`config.mk`:
```
export PLATFORM = sky130hd
export DESIGN_NAME = fxp_mul_arbiter_flat
export DESIGN_NICKNAME = d
export VERILOG_FILES = /design/src/rtl/fxp_mul_arbiter_if.sv /design/src/rtl/fxp_mul_arbiter.sv /design/src/flat_wrapper.sv
export SDC_FILE = /design/constraint.sdc
export NUM_CORES = 1
export LEC_CHECK = 0
export BUFFER_PORTS_ARGS = -buffer_cell sky130_fd_sc_hd__buf_4
export CAP_MARGIN = 20
export CORE_MARGIN = 2
export CORE_UTILIZATION = 43
export CTS_CLUSTER_DIAMETER = 100
export DETAILED_ROUTE_END_ITERATION = 6
export GPL_TIMING_DRIVEN = 1
export PLACE_DENSITY = 0.81
export SLEW_MARGIN = 25
export SYNTH_ARGS = -nofsm -noshare
export SYNTH_HDL_FRONTEND = slang
export SYNTH_SLANG_ARGS = --single-unit
```
`constraint.sdc`:
```
create_clock -name clk -period 2.5 [get_ports clk]
set_input_delay 0.375 -clock clk [delete_from_list [all_inputs] [get_ports clk]]
set_output_delay 0.375 -clock clk [all_outputs]
set_load 0.01 [all_outputs]
```
`src/rtl/fxp_mul_arbiter_if.sv`:
```
// Requester-side bundle of the shared multiplier arbiter: operand requests in,
// per-requester grant and one-hot result strobe out.
interface fxp_mul_arbiter_if #(
    parameter int unsigned NREQ = 4,
    parameter int unsigned WA   = 16,
    parameter int unsigned WB   = 16,
    parameter int unsigned WO   = 18
);
    logic [NREQ-1:0]    req_valid;
    logic [NREQ-1:0]    req_ready;
    logic [NREQ*WA-1:0] req_a;
    logic [NREQ*WB-1:0] req_b;
    logic [NREQ-1:0]    rsp_valid;
    logic [WO-1:0]      rsp_data;
    logic               rsp_upflow;
    logic               rsp_downflow;

    modport master (
        output req_valid, req_a, req_b,
        input  req_ready, rsp_valid, rsp_data, rsp_upflow, rsp_downflow
    );

    modport slave (
        input  req_valid, req_a, req_b,
        output req_ready, rsp_valid, rsp_data, rsp_upflow, rsp_downflow
    );
endinterface

```
`src/rtl/fxp_mul_arbiter.sv`:
```
// Round-robin arbiter sharing one free-running pipelined fixed-point multiplier;
// a tag delay line matched to the multiplier latency routes each result home.
module fxp_mul_arbiter #(
    parameter int unsigned NREQ    = 4,
    parameter int unsigned WIIA    = 8,
    parameter int unsigned WIFA    = 8,
    parameter int unsigned WIIB    = 8,
    parameter int unsigned WIFB    = 8,
    parameter int unsigned WOI     = 12,
    parameter int unsigned WOF     = 6,
    parameter int unsigned MUL_LAT = 4
) (
    input  logic                             clk,
    input  logic                             rst,
    input  logic                             hold,
    fxp_mul_arbiter_if.slave                 bus,
    output logic [WIIA+WIFA-1:0]             mul_ina,
    output logic [WIIB+WIFB-1:0]             mul_inb,
    input  logic [WOI+WOF-1:0]               mul_out,
    input  logic                             mul_upflow,
    input  logic                             mul_downflow,
    output logic [$clog2(MUL_LAT+3)-1:0]     inflight,
    output logic                             idle
);
    localparam int unsigned WA = WIIA + WIFA;
    localparam int unsigned WB = WIIB + WIFB;
    localparam int unsigned PW = (NREQ > 1) ? $clog2(NREQ) : 1;
    localparam int unsigned IW = $clog2(MUL_LAT + 3);

    typedef struct packed {
        logic          vld;
        logic [PW-1:0] id;
    } tag_t;

    logic [PW-1:0]   ptr;
    logic [PW-1:0]   grant_c;
    logic            found_c;
    logic            xfer_c;
    logic [NREQ-1:0] ready_c;
    logic [IW-1:0]   inflight_nxt_c;
    logic [WA-1:0]   a_arr [NREQ];
    logic [WB-1:0]   b_arr [NREQ];
    tag_t            tag   [MUL_LAT+1];

    for (genvar g = 0; g < NREQ; g++) begin : g_unpack
        assign a_arr[g] = bus.req_a[g*WA +: WA];
        assign b_arr[g] = bus.req_b[g*WB +: WB];
    end

    // First valid requester at or after ptr, wrapping
    always_comb begin
        found_c = 1'b0;
        grant_c = '0;
        for (int unsigned i = 0; i < NREQ; i++) begin
            int unsigned idx;
            idx = 32'(ptr) + i;
            if (idx >= NREQ) idx = idx - NREQ;
            if (!found_c && bus.req_valid[PW'(idx)]) begin
                found_c = 1'b1;
                grant_c = PW'(idx);
            end
        end
    end

    assign xfer_c = found_c & ~hold;

    always_comb begin
        ready_c = '0;
        if (xfer_c) ready_c[grant_c] = 1'b1;
    end

    assign bus.req_ready = ready_c;

    // Issue register, pointer and tag delay line
    always_ff @(posedge clk or negedge rst) begin
        if (!rst) begin
            ptr     <= '0;
            mul_ina <= '0;
            mul_inb <= '0;
            for (int j = 0; j <= int'(MUL_LAT); j++) tag[j] <= '0;
        end else begin
            tag[0] <= '{vld: xfer_c, id: grant_c};
            for (int j = 1; j <= int'(MUL_LAT); j++) tag[j] <= tag[j-1];
            if (xfer_c) begin
                mul_ina <= a_arr[grant_c];
                mul_inb <= b_arr[grant_c];
                ptr     <= (grant_c == PW'(NREQ - 1)) ? '0 : grant_c + PW'(1);
            end else begin
                mul_ina <= '0;
                mul_inb <= '0;
            end
        end
    end

    // Response register: data outputs keep their last value between results
    always_ff @(posedge clk or negedge rst) begin
        if (!rst) begin
            bus.rsp_valid    <= '0;
            bus.rsp_data     <= '0;
            bus.rsp_upflow   <= 1'b0;
            bus.rsp_downflow <= 1'b0;
        end else if (tag[MUL_LAT].vld) begin
            bus.rsp_valid    <= NREQ'(1) << tag[MUL_LAT].id;
            bus.rsp_data     <= mul_out;
            bus.rsp_upflow   <= mul_upflow;
            bus.rsp_downflow <= mul_downflow;
        end else begin
            bus.rsp_valid    <= '0;
        end
    end

    always_comb begin
        inflight_nxt_c = inflight;
        case ({xfer_c, |bus.rsp_valid})
            2'b10:   inflight_nxt_c = inflight + IW'(1);
            2'b01:   inflight_nxt_c = inflight - IW'(1);
            default: inflight_nxt_c = inflight;
        endcase
    end

    always_ff @(posedge clk or negedge rst) begin
        if (!rst) begin
            inflight <= '0;
            idle     <= 1'b1;
        end else begin
            inflight <= inflight_nxt_c;
            idle     <= (inflight_nxt_c == '0);
        end
    end
endmodule

```
`src/flat_wrapper.sv`:
```
// flat-port wrapper written by rule: the top's interface ports become plain ports
module fxp_mul_arbiter_flat 
#(
    parameter int unsigned NREQ    = 4,
    parameter int unsigned WIIA    = 8,
    parameter int unsigned WIFA    = 8,
    parameter int unsigned WIIB    = 8,
    parameter int unsigned WIFB    = 8,
    parameter int unsigned WOI     = 12,
    parameter int unsigned WOF     = 6,
    parameter int unsigned MUL_LAT = 4
)
  (clk, rst, hold, mul_ina, mul_inb, mul_out, mul_upflow, mul_downflow, inflight, idle, bus_req_valid, bus_req_a, bus_req_b, bus_req_ready, bus_rsp_valid, bus_rsp_data, bus_rsp_upflow, bus_rsp_downflow);
  fxp_mul_arbiter_if #(.NREQ(NREQ), .WA(16), .WB(16), .WO(18)) bus_i ();
  input  logic clk;
  input  logic rst;
  input  logic hold;
  output logic [WIIA+WIFA-1:0] mul_ina;
  output logic [WIIB+WIFB-1:0] mul_inb;
  input  logic [WOI+WOF-1:0] mul_out;
  input  logic mul_upflow;
  input  logic mul_downflow;
  output logic [$clog2(MUL_LAT+3)-1:0] inflight;
  output logic idle;
  input wire logic [$bits(bus_i.req_valid)-1:0] bus_req_valid;
  input wire logic [$bits(bus_i.req_a)-1:0] bus_req_a;
  input wire logic [$bits(bus_i.req_b)-1:0] bus_req_b;
  output wire logic [$bits(bus_i.req_ready)-1:0] bus_req_ready;
  output wire logic [$bits(bus_i.rsp_valid)-1:0] bus_rsp_valid;
  output wire logic [$bits(bus_i.rsp_data)-1:0] bus_rsp_data;
  output wire logic [$bits(bus_i.rsp_upflow)-1:0] bus_rsp_upflow;
  output wire logic [$bits(bus_i.rsp_downflow)-1:0] bus_rsp_downflow;
  assign bus_i.req_valid = bus_req_valid;
  assign bus_i.req_a = bus_req_a;
  assign bus_i.req_b = bus_req_b;
  assign bus_req_ready = bus_i.req_ready;
  assign bus_rsp_valid = bus_i.rsp_valid;
  assign bus_rsp_data = bus_i.rsp_data;
  assign bus_rsp_upflow = bus_i.rsp_upflow;
  assign bus_rsp_downflow = bus_i.rsp_downflow;
  fxp_mul_arbiter #(.NREQ(NREQ), .WIIA(WIIA), .WIFA(WIFA), .WIIB(WIIB), .WIFB(WIFB), .WOI(WOI), .WOF(WOF), .MUL_LAT(MUL_LAT)) u_core (.clk(clk), .rst(rst), .hold(hold), .bus(bus_i), .mul_ina(mul_ina), .mul_inb(mul_inb), .mul_out(mul_out), .mul_upflow(mul_upflow), .mul_downflow(mul_downflow), .inflight(inflight), .idle(idle));
endmodule
```
# Word-level counts from Yosys, hierarchy flattened
# Index checks and enable logic that the tools add are counted.
word_totals:
  in_bits: 155
  elab_cells: 90
  ff_bits: 77
classes:
  n_reduce_logical: 9
  shift: 1
  muxes: 34
  magnitude_cmp: 11
  addsub: 10
  bitwise_logic: 3
  eq_ne: 3
op_table:
  columns: ["operator", "n"]
  rows:
  - ["$mux 16", 6]
  - ["$bmux 16 s2", 2]
  - ["$mux 2", 9]
  - ["$lt 2x3->1 const B", 5]
  - ["$ge 3x3->1 const B", 4]
  - ["$mux 1", 9]
  - ["$bmux 1 s2", 4]
  - ["$mux 4", 2]
  - ["$sub 2x1->2 const B", 4]
  - ["$add 2x2->3 const B", 2]
  - ["$pmux 3 s2", 1]
  - ["$eq 2x2->1 const B", 2]
  - ["$logic_and 1x1->1", 4]
  - ["$reduce_or 4->1", 1]
  - ["$shl 1x2->4 const A", 1]
  - ["$add 2x1->3 const B", 1]
  - ["$add 3x1->3 const B", 1]
  - ["$ge 2x3->1 const B", 1]
  - ["$logic_not 1->1", 3]
  - ["$logic_not 3->1", 1]
  - ["$not 2->3", 1]
  - ["$sub 3x1->3 const B", 1]
  - ["$add 2x1->2 const B", 1]
  - ["$demux 1 s2", 1]
  - ["4 further kinds", 4]

# Depth between registers and ports, before layout
# Gate-level depths: netlist (run 1).
depth:
  ltp_word: 19
  ltp_mapped: 11
  mapped_depth_nobuf: 10

# Worst setup path after synthesis (run 1)
# No wires, ideal clock.
synth_path:
  kind: "input -> register"
  from: "input port bus_req_valid[1]"
  to: "register u_core.idle"
  path_stages: 11
  arrival_time_ns: 1.918
  setup_ns: 0.082
  path_slack_ns: 0.500
  cell_sequence: "nor2_1 -> a31oi_1 -> buf_2 -> inv_1 -> ha_1 -> inv_1 -> fa_1 -> xor2_1 -> nor2_1 -> xor2_1 -> nor3_1"
synth_between:
  elab_chain_len: 16
  word_cells_on_any_way: 23
synth_lines:
  columns: ["item", "line", "source"]
  rows:
  - ["from (decl)", "flat_wrapper.sv:25", "input wire logic [$bits(bus_i.req_valid)-1:0] bus_req_valid;"]
  - ["$bmux 1 s2", "fxp_mul_arbiter.sv:58", "if (!found_c && bus.req_valid[PW'(idx)]) begin"]
  - ["$mux 1 (not written as such)", "fxp_mul_arbiter.sv:58", null]
  - ["$mux 1", "fxp_mul_arbiter.sv:58", null]
  - ["$logic_not 1->1", "fxp_mul_arbiter.sv:58", null]
  - ["$logic_and 1x1->1", "fxp_mul_arbiter.sv:58", null]
  - ["$mux 1", "fxp_mul_arbiter.sv:58", null]
  - ["$logic_not 1->1", "fxp_mul_arbiter.sv:58", null]
  - ["$logic_and 1x1->1", "fxp_mul_arbiter.sv:58", null]
  - ["[2 not listed]", null, null]
  - ["$logic_and 1x1->1", "fxp_mul_arbiter.sv:58", null]
  - ["$mux 1 (*)", "fxp_mul_arbiter.sv:58", null]
  - ["$and 1x1->1 (*)", "fxp_mul_arbiter.sv:65", "assign xfer_c = found_c & ~hold;"]
  - ["named net u_core.xfer_c", "fxp_mul_arbiter.sv:38", "logic xfer_c;"]
  - ["$eq 2x1->1 or $eq 2x2->1 (tied branches)", "fxp_mul_arbiter.sv:114", "case ({xfer_c, |bus.rsp_valid})"]
  - ["$pmux 3 s2 (*)", "fxp_mul_arbiter.sv:114", null]
  - ["named net u_core.inflight_nxt_c[2]", "fxp_mul_arbiter.sv:40", "logic [IW-1:0] inflight_nxt_c;"]
  - ["$logic_not 3->1 (*)", "fxp_mul_arbiter.sv:127", "idle <= (inflight_nxt_c == '0);"]
  - ["to (signal assigned)", "fxp_mul_arbiter.sv:127", null]
  - ["to (decl)", "fxp_mul_arbiter.sv:23", "output logic idle"]
# Mark *: on every way through the listed nets, which the timed path passes. The rest lies on a longest branch. The select of a mux whose other input is x is not followed.
# A chain may end at the register's enable or synchronous reset.

# Worst setup path in the final report (run 1)
layout_path:
  from: "register u_core.ptr[0]"
  to: "output port bus_req_ready[0]"
layout_between:
  elab_chain_len: 19
  word_cells_on_any_way: 44
layout_lines:
  columns: ["item", "line", "source"]
  rows:
  - ["from (decl)", "fxp_mul_arbiter.sv:35", "logic [PW-1:0] ptr;"]
  - ["from (signal assigned)", "fxp_mul_arbiter.sv:87", "ptr <= (grant_c == PW'(NREQ - 1)) ? '0 : grant_c + PW'(1);"]
  - ["branches (longest 13 deep; another with $add 2x1->3)", null, null]
  - ["$mux 2 (*)", "fxp_mul_arbiter.sv:58", null]
  - ["named net u_core.grant_c[0]", "fxp_mul_arbiter.sv:36", "logic [PW-1:0] grant_c;"]
  - ["$lt 2x3->1 (not written as such) or $ge 2x1->1 (tied branches)", "fxp_mul_arbiter.sv:69", "if (xfer_c) ready_c[grant_c] = 1'b1;"]
  - ["$logic_and 1x1->1 (not written as such)", "fxp_mul_arbiter.sv:69", null]
  - ["$mux 1 (not written as such)", "fxp_mul_arbiter.sv:69", null]
  - ["$demux 1 s2 (*)", null, null]
  - ["$mux 4 (*)", "fxp_mul_arbiter.sv:69", null]
  - ["to (decl)", "flat_wrapper.sv:28", "output wire logic [$bits(bus_i.req_ready)-1:0] bus_req_ready;"]
# Mark *: on every way through the listed nets, which the timed path passes. The select of a mux whose other input is x is not followed.

==> flow_summary.json, run 1 <==
{
  "final_common_cell": "buf_4",
  "critPathTopFamily": "compound AO/OA/AOI/OAI gates",
  "period_share": 0.905,
  "crit_type": "reg -> out",
  "dp_cells": 567,
  "cp_cell_sequence": "nand2b_1 > a21oi_1 > a211oi_2 > inv_2 > ha_1 > and2_1 > buf_4",
  "p_leak_uw": 0.00284,
  "rsz0062_at_grt": "false",
  "fin_cells": 583,
  "postCtsHoldBufs": 0,
  "grt_usage": 0.209,
  "r2r_end": "u_core.idle",
  "critPathBufInv": 2,
  "drt-wirelength-per-cell_um": 15.7,
  "clkLatencyLatePin_ns": 0.34,
  "power.density_mw_per_mm2": 809,
  "grt_overflow": 0,
  "rr_worst_depth": 8,
  "yosys.area.top_type": "dfrtp_1",
  "grt_start_max_net_pins": 78,
  "synth_top_family_by_area": "multiplexers",
  "worstSetupStartpointType": "flip-flop",
  "fp.coreArea_mm2": 0.00777,
  "vias": 2895,
  "dr.pass1.iters": 4,
  "clk_pin_slew_worst_paths_ns": 0.09,
  "die_h_um": 94.0,
  "setup_tns_ns": 0,
  "ioPinCount": 219,
  "fin_skew_ns": 0.00743,
  "drtIter0Drc": 70,
  "cp.depth": 7,
  "clock_sinks": 77,
  "finalHoldViolations": 0,
  "maxCapViolCount": 0,
  "reg2reg_slack_ns": 0.40,
  "drc": 0,
  "synth_fa_ha_area_frac": 0.0237,
  "status": "completed",
  "rows": 32,
  "place.gp.congestion": 0.740,
  "arrival_ns": 1.89,
  "max_slew_margin": 0.381,
  "synth_seq_cells": 77,
  "syn_nets": 419,
  "grt_pass1_wl_mm": 14.3,
  "grt_pass1_vias": 3067,
  "ys_types": 31,
  "antennaDiodeCount": 0,
  "fmax_mhz": 442,
  "cp_slowest_stage_delay_ns": 0.41,
  "drive_gt1_frac": 0.551,
  "finalWirelength_mm": 9.16,
  "syn_area_mm2": 0.00348,
  "drv_slew": 0,
  "die_area_mm2": 0.00883,
  "clk_path_buf_depth": 2,
  "antenna_left": 0,
  "area_growth_pct": 53.9,
  "r2r_start": "u_core.bus.rsp_valid[1]",
  "start_util": 0.448,
  "cts_tree": "done",
  "hp-class": "in -> async",
  "yosysTopAreaCellShare": 0.546,
  "cp.required_ns": 2.12,
  "cts_buffers": 9,
  "cts-root-buf": "clkbuf_8",
  "post_cts_resized": 0,
  "viasPerCell": 4.97,
  "end_kind": "primary output",
  "max_slew.worst_pin.slew_ns": 0.928,
  "critPathSlowestCell": "a211oi_2",
  "ir_drop_mv": 0.370,
  "die_w_um": 94.0,
  "hpwlAfterDp_mm": 7.13,
  "min_period_ns": 2.26,
  "hold_ws_ns": 0.165,
  "synth_compound_area_frac": 0.0766,
  "antenna_found_initial": 0,
  "placed_cell_area_mm2": 0.00515,
  "synth.area.top_cells": "dfrtp_1 (55%), mux2i_1 (19%), mux2_2 (6.5%), o22ai_1 (5.9%), buf_12 (2.9%)",
  "syn_inst": 258,
  "layout_common_cells": "buf_4 (224), dfrtp_1 (76), mux2i_1 (65)",
  "setup_violations": 0,
  "fillers": 604,
  "post_cts_buffers": 0,
  "final_core_util": 0.690,
  "design_area_mm2": 0.00536,
  "ys_seq_area_frac": 0.554,
  "numPortBuffers": 218,
  "critPathMaxFanout": 5,
  "h-tree-depth": 3,
  "nets": 637,
  "yosysWarnings": 0,
  "synthMuxAreaShare": 0.252,
  "avgSynthCellArea_um2": 13.5,
  "synth-simple-area-share": 0.0284,
  "synth_xor_area_frac": 0.00755
}
-- metal layers --
| layer | track usage | wire length (µm) | vias up |
|---|---|---|---|
| li1 | - | - | 1372 |
| met5 | 0 | 0 | - |
| met2 | 0.391 | 4980 | 135 |
| met3 | 0.0514 | 738 | 7 |
| met1 | 0.233 | 3370 | 1381 |
| met4 | 0.0640 | 65 | 0 |
-- flip-flops by register name, summed over array words and instances, names as in the netlist --
name and flops:
u_core.bus.rsp_data 18, u_core.mul_ina 16, u_core.mul_inb 16, u_core.tag 15, u_core.bus.rsp_valid 4, u_core.inflight 3
u_core.ptr 2, u_core.bus.rsp_downflow 1, u_core.bus.rsp_upflow 1, u_core.idle 1
-- final cells by class --
type	count	area, µm²	share of cell area
Multi-Input combinational cell	154	1360	0.254
Clock buffer	9	124	0.0231
Inverter	9	33.8	0.00631
Sequential cell	77	1930	0.360
Timing Repair Buffer	225	1700	0.318
Clock inverter	7	83.8	0.0156
Tap cell	102	128	0.0238
-- worst max path at each step --
stage                                start               end  slack, ns
final                        u_core.ptr[0]  bus_req_ready[0]       0.24
after global routing         u_core.ptr[0]  bus_req_ready[2]       0.09
after CTS                    u_core.ptr[0]  bus_req_ready[0]       0.21
after detailed placement  bus_req_valid[1]       u_core.idle       0.34
after global placement    bus_req_valid[1]       u_core.idle       0.42
after floorplan           bus_req_valid[1]       u_core.idle       0.50
-- report_power, final --
part | internal (µW) | switching (µW)
registers | 1550 | 144
clock network | 476 | 471
logic | 903 | 794
total | 2930 | 1410
-- cells in the mapped netlist, drive strengths merged --
cell    number
dfrtp       76
mux2i       65
o22ai       33
mux2        20
buf         10
inv          9
clkbuf       8
ha           5
a21oi        4
and2         4
nor2         4
nand2        3
nand2b       2
xor2         2
a211oi       1
a21o         1
a31oi        1
and3         1
and3b        1
dfstp        1
fa           1
nor3         1
nor3b        1
o21ai        1
o22a         1
or4          1
xnor2        1
-- stage by stage --
| step | power (µW) | setup slack [ns] |
|---|---|---|
| 6_report | 4340 | 0.237 |
| 5_1_grt | 4620 | 0.0891 |
| 2_1_floorplan | 2740 | 0.500 |
| 3_5_place_dp | 3430 | 0.338 |
| 4_1_cts | 4390 | 0.214 |
| 3_3_place_gp | 3370 | 0.425 |
-- cells by family (layout without fill, tap and decap cells) --
kind of cell,count (synthesis),in the layout
flip-flops,77,77
AO/OA/AOI/OAI,42,42
adder cells (fa/ha/maj),6,6
AND/OR/NAND/NOR,18,18
buffers and inverters,27,250
XOR/XNOR,3,3
multiplexers,85,85
(Power assumes the default switching activity.)
==> inputs of run 2 (changes only) <==
Settings changed: SLEW_MARGIN 25 to 15.
Clock period 2.5 ns to 2.4 ns, I/O delays scaled along.
==> run 2 against run 1 <==
Net effect:
- non-clock buffer count up 1
- highest routed layer unchanged
- wire length down 1.1%
- clock skew down 0.0018 ns
- die area unchanged
==> flow_summary.json, run 2 (synthesized netlist as in run 1, its figures left out) <==
{
  "fp.coreArea_mm2": 0.00777,
  "nets": 638,
  "final_common_cell": "buf_4",
  "end_kind": "primary output",
  "grt_pass1_wl_mm": 13.7,
  "grt_pass1_vias": 2951,
  "design_area_mm2": 0.00537,
  "drt-wirelength-per-cell_um": 15.5,
  "dr.pass1.iters": 4,
  "layout_common_cells": "buf_4 (225), dfrtp_1 (76), mux2i_1 (65)",
  "grt_usage": 0.202,
  "hpwlAfterDp_mm": 7.12,
  "max_slew.worst_pin.slew_ns": 0.923,
  "h-tree-depth": 3,
  "drc": 0,
  "hold_ws_ns": 0.154,
  "drtIter0Drc": 70,
  "placed_cell_area_mm2": 0.00516,
  "critPathMaxFanout": 5,
  "post_cts_resized": 0,
  "numPortBuffers": 218,
  "die_area_mm2": 0.00883,
  "period_share": 0.940,
  "arrival_ns": 1.90,
  "hp-class": "in -> async",
  "setup_violations": 0,
  "maxCapViolCount": 0,
  "drive_gt1_frac": 0.550,
  "reg.largest.list": "u_core.bus.rsp_data: 18 flops, u_core.mul_ina: 16 flops, u_core.mul_inb: 16 flops",
  "status": "completed",
  "crit_type": "reg -> out",
  "clk_pin_slew_worst_paths_ns": 0.08,
  "area_growth_pct": 54.3,
  "fillers": 611,
  "vias": 2899,
  "postCtsHoldBufs": 0,
  "ir_drop_mv": 0.365,
  "antennaDiodeCount": 0,
  "grt_start_max_net_pins": 78,
  "finalWirelength_mm": 9.06,
  "min_period_ns": 2.26,
  "setup_tns_ns": 0,
  "clk_path_buf_depth": 2,
  "cts_buffers": 9,
  "p_leak_uw": 0.00284,
  "power.density_mw_per_mm2": 853,
  "viasPerCell": 4.96,
  "dp_slack_ns": 0.279,
  "largest_reg_flops": 18,
  "antenna_found_initial": 0,
  "post_cts_buffers": 0,
  "worstSetupStartpointType": "flip-flop",
  "rsz0062_at_grt": "false",
  "antenna_left": 0,
  "grt_overflow": 0,
  "finalHoldViolations": 0,
  "setup_slack_ns": 0.145,
  "fmax_mhz": 443,
  "cts-root-buf": "clkbuf_8",
  "die_w_um": 94.0,
  "cp.required_ns": 2.04,
  "die_h_um": 94.0,
  "cts_tree": "done",
  "ioPinCount": 219,
  "clock_sinks": 77,
  "start_util": 0.448,
  "clkLatencyLatePin_ns": 0.33,
  "place.gp.congestion": 0.759,
  "reg2reg_slack_ns": 0.39,
  "max_slew_margin": 0.384,
  "fin_skew_ns": 0.00561,
  "regMostFlops": "u_core.bus.rsp_data",
  "rows": 32,
  "drv_slew": 0
}
## run 2: changes by cell type in the layout (fill, tap and decap cells not counted), sizes merged
cell    change
inv         -1
bufinv      +1
clkinv      -1
buf         +1
clkbuf      +1
## run 2: worst max-delay path, stage by stage, from the launching register on
cell,delay [ns]
dfrtp_1,0.41
nand2b_1,0.12
a21oi_1,0.08
a211oi_2,0.40
inv_2,0.09
ha_1,0.19
and2_1,0.13
buf_4,0.14
## run 2: through the flow
step	utilization	power [µW]	cells
final	0.692	4580	584
after global routing	0.692	4850	584
after CTS	0.692	4640	584
after detailed placement	0.664	3580	568
after global placement	0.664	3520	568
after floorplan	-	2860	258
## run 2: power breakdown
group | internal, µW | switching (µW)
combinational | 945 | 836
clock | 586 | 466
sequential | 1610 | 137
## run 2: area by class of cell
| cell class | instances | area (µm²) | share of cell area |
|---|---|---|---|
| Inverter | 9 | 33.8 | 0.00629 |
| Timing Repair Buffer | 226 | 1710 | 0.318 |
| Multi-Input combinational cell | 154 | 1360 | 0.253 |
| Tap cell | 102 | 128 | 0.0238 |
| Sequential cell | 77 | 1930 | 0.359 |
| Clock inverter | 6 | 86.3 | 0.0161 |
| Clock buffer | 10 | 128 | 0.0238 |
## run 2: layer usage
layer  vias up  GRT usage  part of all wire
met1      1359      0.232              0.38
met4         0     0.0870             0.018
met2       147      0.360              0.52
met5         -          0                 0
met3        13     0.0465             0.079
li1       1380          -                 -
## run 2: worst paths after layout
path,to,startpoint,cells after the start
max reg2reg,u_core.idle,u_core.bus.rsp_valid[1],8
max,bus_req_ready[0],u_core.ptr[0],7
min,u_core.bus.rsp_data[13],rst,1
min in group clk,u_core.bus.rsp_data[15],mul_out[15],2
min reg2reg,u_core.tag[7],u_core.tag[10],0
max in group asynchronous,u_core.mul_inb[15],rst,1
